<file path="src/rtl/stim_sweep_pkg.sv">
// Shared types and helpers for the stim_sweep stimulus sequencer.
package sweep_pkg;

    // Largest supported number of driven circuit inputs.
    localparam int MAX_N_IN = 8;

    typedef enum logic [1:0] {
        IDLE   = 2'd0,
        DRIVE  = 2'd1,
        SAMPLE = 2'd2,
        DONE   = 2'd3
    } sweep_state_t;

    // Binary-reflected Gray code of i.
    function automatic logic [MAX_N_IN:0] gray_of(input logic [MAX_N_IN:0] i);
        return i ^ (i >> 1);
    endfunction

endpackage

</file>
<file path="src/rtl/stim_sweep_hold_timer.sv">
// Loadable down-counter with a zero flag; times how long each vector is held.
module sweep_hold_timer
    import sweep_pkg::*;
#(
    parameter int W = 5
) (
    input  logic         clk,
    input  logic         rst_n,
    input  logic         i_load,
    input  logic [W-1:0] i_load_val,
    input  logic         i_dec,
    output logic         o_zero
);

    logic [W-1:0] r_cnt;

    // Load has priority; decrement stops at zero so the flag stays stable.
    always_ff @(posedge clk or negedge rst_n) begin
        if (!rst_n) begin
            r_cnt <= '0;
        end else if (i_load) begin
            r_cnt <= i_load_val;
        end else if (i_dec && (r_cnt != '0)) begin
            r_cnt <= r_cnt - W'(1);
        end
    end

    assign o_zero = (r_cnt == '0);

endmodule

</file>
<file path="src/rtl/stim_sweep.sv">
// stim_sweep: walks every input vector of a small combinational circuit,
// holds each for HOLD cycles, samples the 1-bit response and checks it
// against TRUTH. Optional macro STIM_SWEEP_GRAY_EN selects Gray-order
// vectors instead of binary order.
module stim_sweep
    import sweep_pkg::*;
#(
    parameter int                    N_IN  = 3,
    parameter int                    HOLD  = 20,
    parameter logic [(1<<N_IN)-1:0]  TRUTH = 8'hE8
) (
    input  logic            clk,
    input  logic            rst_n,
    input  logic            start,
    output logic [N_IN-1:0] stim,
    input  logic            resp,
    output logic            sample,
    output logic            busy,
    output logic            done,
    output logic [N_IN:0]   fail_cnt,
    output logic [N_IN-1:0] first_fail_vec,
    output logic            first_fail_vld
);

    if (HOLD < 1 || N_IN < 1 || N_IN > MAX_N_IN) begin : g_param_err
        $error("stim_sweep: HOLD must be >= 1 and N_IN within 1..8");
    end

    localparam int            CW       = (HOLD > 1) ? $clog2(HOLD) : 1;
    localparam logic [CW-1:0] HOLD_M1  = CW'(HOLD - 1);
    localparam logic [N_IN:0] LAST_IDX = (N_IN+1)'((1 << N_IN) - 1);

    sweep_state_t    r_state, w_state_nxt;
    logic [N_IN:0]   r_idx;
    logic [N_IN-1:0] r_stim;
    logic            r_sample, r_busy, r_done;
    logic [N_IN:0]   r_fail_cnt;
    logic [N_IN-1:0] r_ffv;
    logic            r_ffvld;

    logic            w_load, w_dec, w_zero;
    logic            w_last, w_mis;
    logic [N_IN:0]   w_idx_inc;
    logic [N_IN-1:0] w_map_nxt;

    assign w_last    = (r_idx == LAST_IDX);
    assign w_mis     = (resp != TRUTH[r_stim]);
    assign w_idx_inc = r_idx + (N_IN+1)'(1);

`ifdef STIM_SWEEP_GRAY_EN
    logic [MAX_N_IN:0] w_gray_in;
    // Widen the next index to the package helper's width.
    always_comb begin
        w_gray_in         = '0;
        w_gray_in[N_IN:0] = w_idx_inc;
    end
    assign w_map_nxt = N_IN'(gray_of(w_gray_in));
`else
    assign w_map_nxt = N_IN'(w_idx_inc);
`endif

    sweep_hold_timer #(.W(CW)) u_hold (
        .clk        (clk),
        .rst_n      (rst_n),
        .i_load     (w_load),
        .i_load_val (HOLD_M1),
        .i_dec      (w_dec),
        .o_zero     (w_zero)
    );

    // State register.
    always_ff @(posedge clk or negedge rst_n) begin
        if (!rst_n) r_state <= IDLE;
        else        r_state <= w_state_nxt;
    end

    // Next-state and hold-timer control.
    always_comb begin
        w_state_nxt = r_state;
        w_load      = 1'b0;
        w_dec       = 1'b0;
        case (r_state)
            IDLE, DONE: begin
                if (start) begin
                    w_state_nxt = DRIVE;
                    w_load      = 1'b1;
                end
            end
            DRIVE: begin
                if (w_zero) w_state_nxt = SAMPLE;
                else        w_dec       = 1'b1;
            end
            SAMPLE: begin
                if (w_last) begin
                    w_state_nxt = DONE;
                end else begin
                    w_state_nxt = DRIVE;
                    w_load      = 1'b1;
                end
            end
            default: w_state_nxt = IDLE;
        endcase
    end

    // Registered outputs, vector index and result bookkeeping.
    always_ff @(posedge clk or negedge rst_n) begin
        if (!rst_n) begin
            r_idx      <= '0;
            r_stim     <= '0;
            r_sample   <= 1'b0;
            r_busy     <= 1'b0;
            r_done     <= 1'b0;
            r_fail_cnt <= '0;
            r_ffv      <= '0;
            r_ffvld    <= 1'b0;
        end else begin
            r_sample <= (w_state_nxt == SAMPLE);
            case (r_state)
                IDLE, DONE: begin
                    if (start) begin
                        r_fail_cnt <= '0;
                        r_ffvld    <= 1'b0;
                        r_done     <= 1'b0;
                        r_busy     <= 1'b1;
                        r_idx      <= '0;
                        r_stim     <= '0;   // map(0) is 0 in both orders
                    end
                end
                SAMPLE: begin
                    if (w_mis) begin
                        r_fail_cnt <= r_fail_cnt + (N_IN+1)'(1);
                        if (!r_ffvld) begin
                            r_ffv   <= r_stim;
                            r_ffvld <= 1'b1;
                        end
                    end
                    if (w_last) begin
                        r_busy <= 1'b0;
                        r_done <= 1'b1;
                    end else begin
                        r_idx  <= w_idx_inc;
                        r_stim <= w_map_nxt;
                    end
                end
                default: ;
            endcase
        end
    end

    assign stim           = r_stim;
    assign sample         = r_sample;
    assign busy           = r_busy;
    assign done           = r_done;
    assign fail_cnt       = r_fail_cnt;
    assign first_fail_vec = r_ffv;
    assign first_fail_vld = r_ffvld;

endmodule

</file>
<file path="config.mk">
export PLATFORM = sky130hd
export DESIGN_NAME = stim_sweep
export DESIGN_NICKNAME = d
export VERILOG_FILES = /design/src/rtl/stim_sweep_pkg.sv /design/src/rtl/stim_sweep_hold_timer.sv /design/src/rtl/stim_sweep.sv
export SDC_FILE = /design/constraint.sdc
export NUM_CORES = 1
export LEC_CHECK = 0
export CAP_MARGIN = 20
export CORE_ASPECT_RATIO = 1.1
export CORE_MARGIN = 2
export CORE_UTILIZATION = 45
export DETAILED_ROUTE_END_ITERATION = 6
export HOLD_SLACK_MARGIN = 0.05
export PLACE_DENSITY = 0.68
export REMOVE_ABC_BUFFERS = 1
export SLEW_MARGIN = 40
export SYNTH_ARGS = -nofsm -noshare
export SYNTH_HDL_FRONTEND = slang
export SYNTH_HIERARCHICAL = 1
export SYNTH_SLANG_ARGS = --single-unit
</file>
<file path="constraint.sdc">
create_clock -name clk -period 3.2 [get_ports clk]
set_input_delay 0.64 -clock clk [delete_from_list [all_inputs] [get_ports clk]]
set_output_delay 0.64 -clock clk [all_outputs]
set_load 0.02 [all_outputs]
</file>
== Word-level counts from Yosys, hierarchy flattened ==
Memories as Yosys holds them, arrays and structs flattened.
Cells that the tools add are included.
Storage, ports and cells
  register bits: 25
  ROM bits: 8
  bits of input ports: 4
  output and inout port bits: 14
  logic and storage cells: 65
  memories kept: 1
Memory list
  (name not given): depth 8, bits a word 1, rd ports 1, clocked after Yosys merged registers in 0, write ports 0, line stim_sweep.sv:47  | assign w_mis = (resp != TRUTH[r_stim]);
Operators by class
  $add $sub $neg: 3
  $lt $le $gt $ge: 1
  equality and inequality tests: 10
  mux-type cells: 28
  bitwise gates (word level): 1
  reductions and logical operators: 11
Operators with widths (count)
  case mux 4 bit (2 select lines): 2
  two-way mux 4 bit: 3
  AND reduction 3 bit: 4
  two-way mux 1 bit: 10
  two-way mux 5 bit: 2
  adder 4 x 1 -> 4 bit (second input constant): 2
  inequality test 2 bit (second input constant): 4
  case mux 1 bit (2 select lines): 4
  == test 2 bit (second input constant): 3
  two-way mux 2 bit: 3
  two-way mux 3 bit: 2
  case mux 2 bit (3 select lines): 1
  case mux 3 bit (2 select lines): 1
  logical NOT 5 bit: 1
  nonzero test 5 bit: 1
  subtractor 5 x 1 -> 5 bit (second input constant): 1
  == test 4 x 3 -> 1 bit (second input constant): 1
  less-than comparator 3 x 4 -> 1 bit (second input constant): 1
  nonzero test 2 bit: 2
  == test 2 x 1 -> 1 bit (second input constant): 1
  logical NOT 2 bit: 1
  OR reduction 2 bit: 1
  logical AND 1 bit: 1
  inequality test 1 bit: 1
  NOT 1 bit: 1

== Longest topological paths before layout ==
  word-level depth: 6
  mapped depth: 8
  depth with buffers taken out: 8

== Modules after synthesis ==
The synthesis kept the hierarchy.
By module, submodules not included
  stim_sweep: times used 1, cells an instance 110, area each 1038.5 µm², sequential area each 425.4 µm²
  sweep_hold_timer: times used 1, cells an instance 32, area each 304.0 µm², sequential area each 125.1 µm²

== Worst setup path before layout ==
Ideal clock, no wire load.
  path kind: register to register
  start point: register u_hold.r_cnt[0]
  end point: register u_hold.r_cnt[3]
  data arrival time: 1.993 ns
  data required time: 3.127 ns
  path slack: 1.134 ns
  stages on the path, launching flop included: 9
  period minus slack after synthesis: 2.066 ns
  path through: dfrtp_1 inv_1 ha_1 or4b_4 inv_1 nor2b_1 or4b_1 or3_1 a21oi_2
Between the ends
  cells in the longest elaborated chain, start to end: 5
  elaborated cells on any way between the ends: 9
RTL lines
  start, declared: line stim_sweep_hold_timer.sv:15  | logic [W-1:0] r_cnt;
  start signal, assigned: line stim_sweep_hold_timer.sv:22  | r_cnt <= i_load_val;
  start signal, assigned: line stim_sweep_hold_timer.sv:24  | r_cnt <= r_cnt - W'(1);
  logical NOT 5 bit: line stim_sweep_hold_timer.sv:28  | assign o_zero = (r_cnt == '0);
  net w_zero: line stim_sweep.sv:41  | logic w_load, w_dec, w_zero;
  two-way mux 1 bit: line stim_sweep.sv:90  | if (w_zero) w_state_nxt = SAMPLE;
  two-way mux 1 bit: line stim_sweep.sv:82  | case (r_state)
  net w_dec: line stim_sweep.sv:41
  logical AND 1 bit: line stim_sweep_hold_timer.sv:23  | end else if (i_dec && (r_cnt != '0)) begin
  nonzero test 2 bit (no line)
The timed path passes the listed nets, and every way through them passes these cells. The select of a mux whose other input is x is not followed.
A chain may end at the register's enable or synchronous reset.

== Worst setup path after layout ==
Ends and elaborated chain as after synthesis.

==> impl_metrics.env <==
export IMPL_dr_pass1_iters=4
export IMPL_stdcell_count=193
export IMPL_start_util=0.479
export IMPL_endpoint="u_hold/r_cnt[3]"
export IMPL_track_usage=0.178
export IMPL_nFillCells=251
export IMPL_worstSetupEndpointType="flip-flop"
export IMPL_tightest_slew_ns=0.681
export IMPL_n_antenna_cell=0
export IMPL_crit_required_ns=3.45
export IMPL_ctsHoldBuffers=0
export IMPL_synth_compound_area_frac=0.177
export IMPL_ys_flop_type="dfrtp_1"
export IMPL_dpl_hpwl_mm=2.02
export IMPL_power_density_nw_per_um2=759
export IMPL_busiest_layer="met2"
export IMPL_path_class="reg2reg"
export IMPL_dp_slack_ns=0.895
export IMPL_synth_simple_area_share=0.217
export IMPL_setup_viol=0
export IMPL_r2r_end="u_hold/r_cnt[3]"
export IMPL_crit_top_cell="inv_1"
export IMPL_clockBufferDepth=2
export IMPL_die_area_um2=3440
export IMPL_clkLatencyLatePin_ns=0.30
export IMPL_final_layout_size_suffix_gt1_frac=0.106
export IMPL_ant_nets=0
export IMPL_ys_types=39
export IMPL_post_cts_setup_buffer_count=0
export IMPL_grt_max_degree=23
export IMPL_ios=18
export IMPL_slew_headroom=0.546
export IMPL_async_flop_share=1.00
export IMPL_critPathLaunch="u_hold/r_cnt[0]"
export IMPL_h_tree_depth=1
export IMPL_rsz0062_at_grt="no"
export IMPL_grt_util_met3=0.0273
export IMPL_crit_buf_inv=2
export IMPL_rrSetupSlack_ns=0.86
export IMPL_syn_cell_area_um2=1340
export IMPL_cts_buffers=3
export IMPL_outcome="completed"
export IMPL_fin_tns_setup_ns=0
export IMPL_cts_root_buf="clkbuf_4"
export IMPL_skew_ns=0.00356
export IMPL_fmax_mhz=427
export IMPL_grt_pass1_wl_mm=4.77
export IMPL_place_area_um2=1540
export IMPL_ys_warn_count=6
export IMPL_yosysSeqAreaShare=0.410
export IMPL_path_cells="inv_1 > ha_1 > or4b_4 > inv_1 > nor2b_1 > or4b_1 > or3_1 > a21oi_2"
export IMPL_worstPathMaxFanout=7
export IMPL_multi_input_area_um2=729
export IMPL_ys_ff_latch=22
export IMPL_synthMuxAreaShare=0.0494
export IMPL_area_growth_pct=16.4
export IMPL_portBuffers=17
export IMPL_die_height_um=61.3
export IMPL_drt_initial_drc_count=13
export IMPL_wl_per_cell_um=14.2
export IMPL_drv_slew=0
export IMPL_dp_cells=190
export IMPL_use_met1=0.225
export IMPL_viasPerCell=5.53
export IMPL_rows=20
export IMPL_max_stage_delay_ns=0.53
export IMPL_overflow=0
export IMPL_fin_crit_ns=2.34
export IMPL_drt_total_wl_mm=2.74
export IMPL_ctsResizeCount=0
export IMPL_min_period_over_period=0.732
export IMPL_seqCellArea_um2=551
export IMPL_final_area_um2=1560
export IMPL_synth_xor_xnor_area_share=0.0205
export IMPL_hold_viol=0
export IMPL_antenna_found_initial=0
export IMPL_avgSynthCellArea_um2=9.45
export IMPL_maxCapViolCount=0
export IMPL_r2r_start="u_hold/r_cnt[0]"
export IMPL_gp_congestion=0.792
export IMPL_tritoncts="yes"
export IMPL_leakagePower_uw=0.000730
export IMPL_crit_cells=8
export IMPL_hold_class="reg2reg"
export IMPL_grtUsageMet2=0.311
export IMPL_synth_fa_ha_area_frac=0.0652
export IMPL_clk_pin_slew_worst_paths_ns=0.12
export IMPL_worst_r2r_cell_count=8
export IMPL_synth_edff_count=0
export IMPL_cts_sinks=22
export IMPL_slowest_stage="or4b_1"
export IMPL_synth_top_family_by_area="simple AND/OR/NAND/NOR gates"
export IMPL_num_vias=1068
export IMPL_critPathTopFamily="simple AND/OR/NAND/NOR gates"
export IMPL_core_area_um2=2800
export IMPL_postSynthCellCount=142
export IMPL_final_critical_path_setup_slack_ns=0.859
export IMPL_nets=173
export IMPL_arrival_ns=2.59
export IMPL_final_util=0.558
export IMPL_peakVddDrop_v=0.000521
export IMPL_drc=0
export IMPL_die_width_um=56.1
export IMPL_grt_pass1_vias=1078
export IMPL_worstSetupStartpointType="flip-flop"
sequential cells by signal (all words and copies together) (netlist names):
| signal | count |
|---|---|
| busy | 1 |
| u_hold/r_cnt | 5 |
| r_idx | 4 |
| r_state | 2 |
| sample | 1 |
| fail_cnt | 4 |
| done | 1 |
| first_fail_vec | 3 |
| first_fail_vld | 1 |
area by class of cell:
type,instances,area share
multi-input cells,107,0.467
well taps,33,0.0264
repair buffers,19,0.118
inverters,9,0.0216
flip-flops and latches,22,0.352
clock buffers,3,0.0144
synthesized netlist by cell type (all sizes together) (2+ instances only):
cell    instances  share of area
dfrtp          22           0.41
a21oi          14          0.055
nand2          14          0.039
o21ai          11          0.044
inv             9          0.025
nor2            8          0.022
ha              7          0.065
and3            5          0.028
buf             5          0.024
nand3           5          0.019
nor2b           5          0.023
mux2            4          0.042
a22o            3          0.020
a31oi           3          0.014
nand2b          3          0.014
or3             3          0.014
clkbuf          2         0.0056
conb            2         0.0056
nor3            2         0.0075
nor3b           2          0.011
o31ai           2          0.015
or4b            2          0.018
power by group:
group          internal [uW]  switching [uW]
clock network           43.9            84.2
logic                    271             364
registers                355            67.7
total                    670             515
cell families (layout without fill, tap and decap cells):
kind of cell,count (synthesis),after routing
adder cells (fa/ha/maj),7,7
other,2,5
XOR/XNOR,1,1
flip-flops,22,22
AND/OR/NAND/NOR,51,51
buffers and inverters,16,31
multiplexers,5,5
AO/OA/AOI/OAI,38,38
layout by cell type (no fill, tap or decap), types with 7 or more instances in the layout:
master            n
a21oi_1          13
clkdlybuf4s50_1  17
dfrtp_1          22
ha_1              7
inv_1             9
nand2_1          14
nor2_1            8
o21ai_0          10
metal layers:
metal  part of all wire  vias up
met5                  0        -
met4             0.0048        0
met3              0.031        2
met2               0.51       21
met1               0.46      517
li1                   -      528
per-stage QoR:
step / power (uW) / hold slack, ns
floorplan: 875 / 0.344
global placement: 1030 / 0.495
detailed placement: 1060 / 0.515
CTS: 1200 / 0.543
global route: 1310 / 0.557
finish: 1190 / 0.540
how the worst min path moves through the flow:
stage                                 start           endpoint  slack (ns)  cells after the start
after floorplan                       rst_n               busy        0.34                      0
after global placement    first_fail_vec[0]  first_fail_vec[0]        0.50                      1
after detailed placement  first_fail_vec[1]  first_fail_vec[1]        0.51                      1
after CTS                 first_fail_vec[1]  first_fail_vec[1]        0.54                      1
after global routing      first_fail_vec[1]  first_fail_vec[1]        0.56                      1
final                     first_fail_vec[1]  first_fail_vec[1]        0.54                      1
worst register-to-register path: cells and delay by family, from the launching register on:
family          cells  cell delay [ns]
compound gates      1             0.12
fa+ha+maj           1             0.21
buf+inv             2             0.15
flops               1             0.36
simple gates        4             1.45
Power figures use the tool's default switching activity.
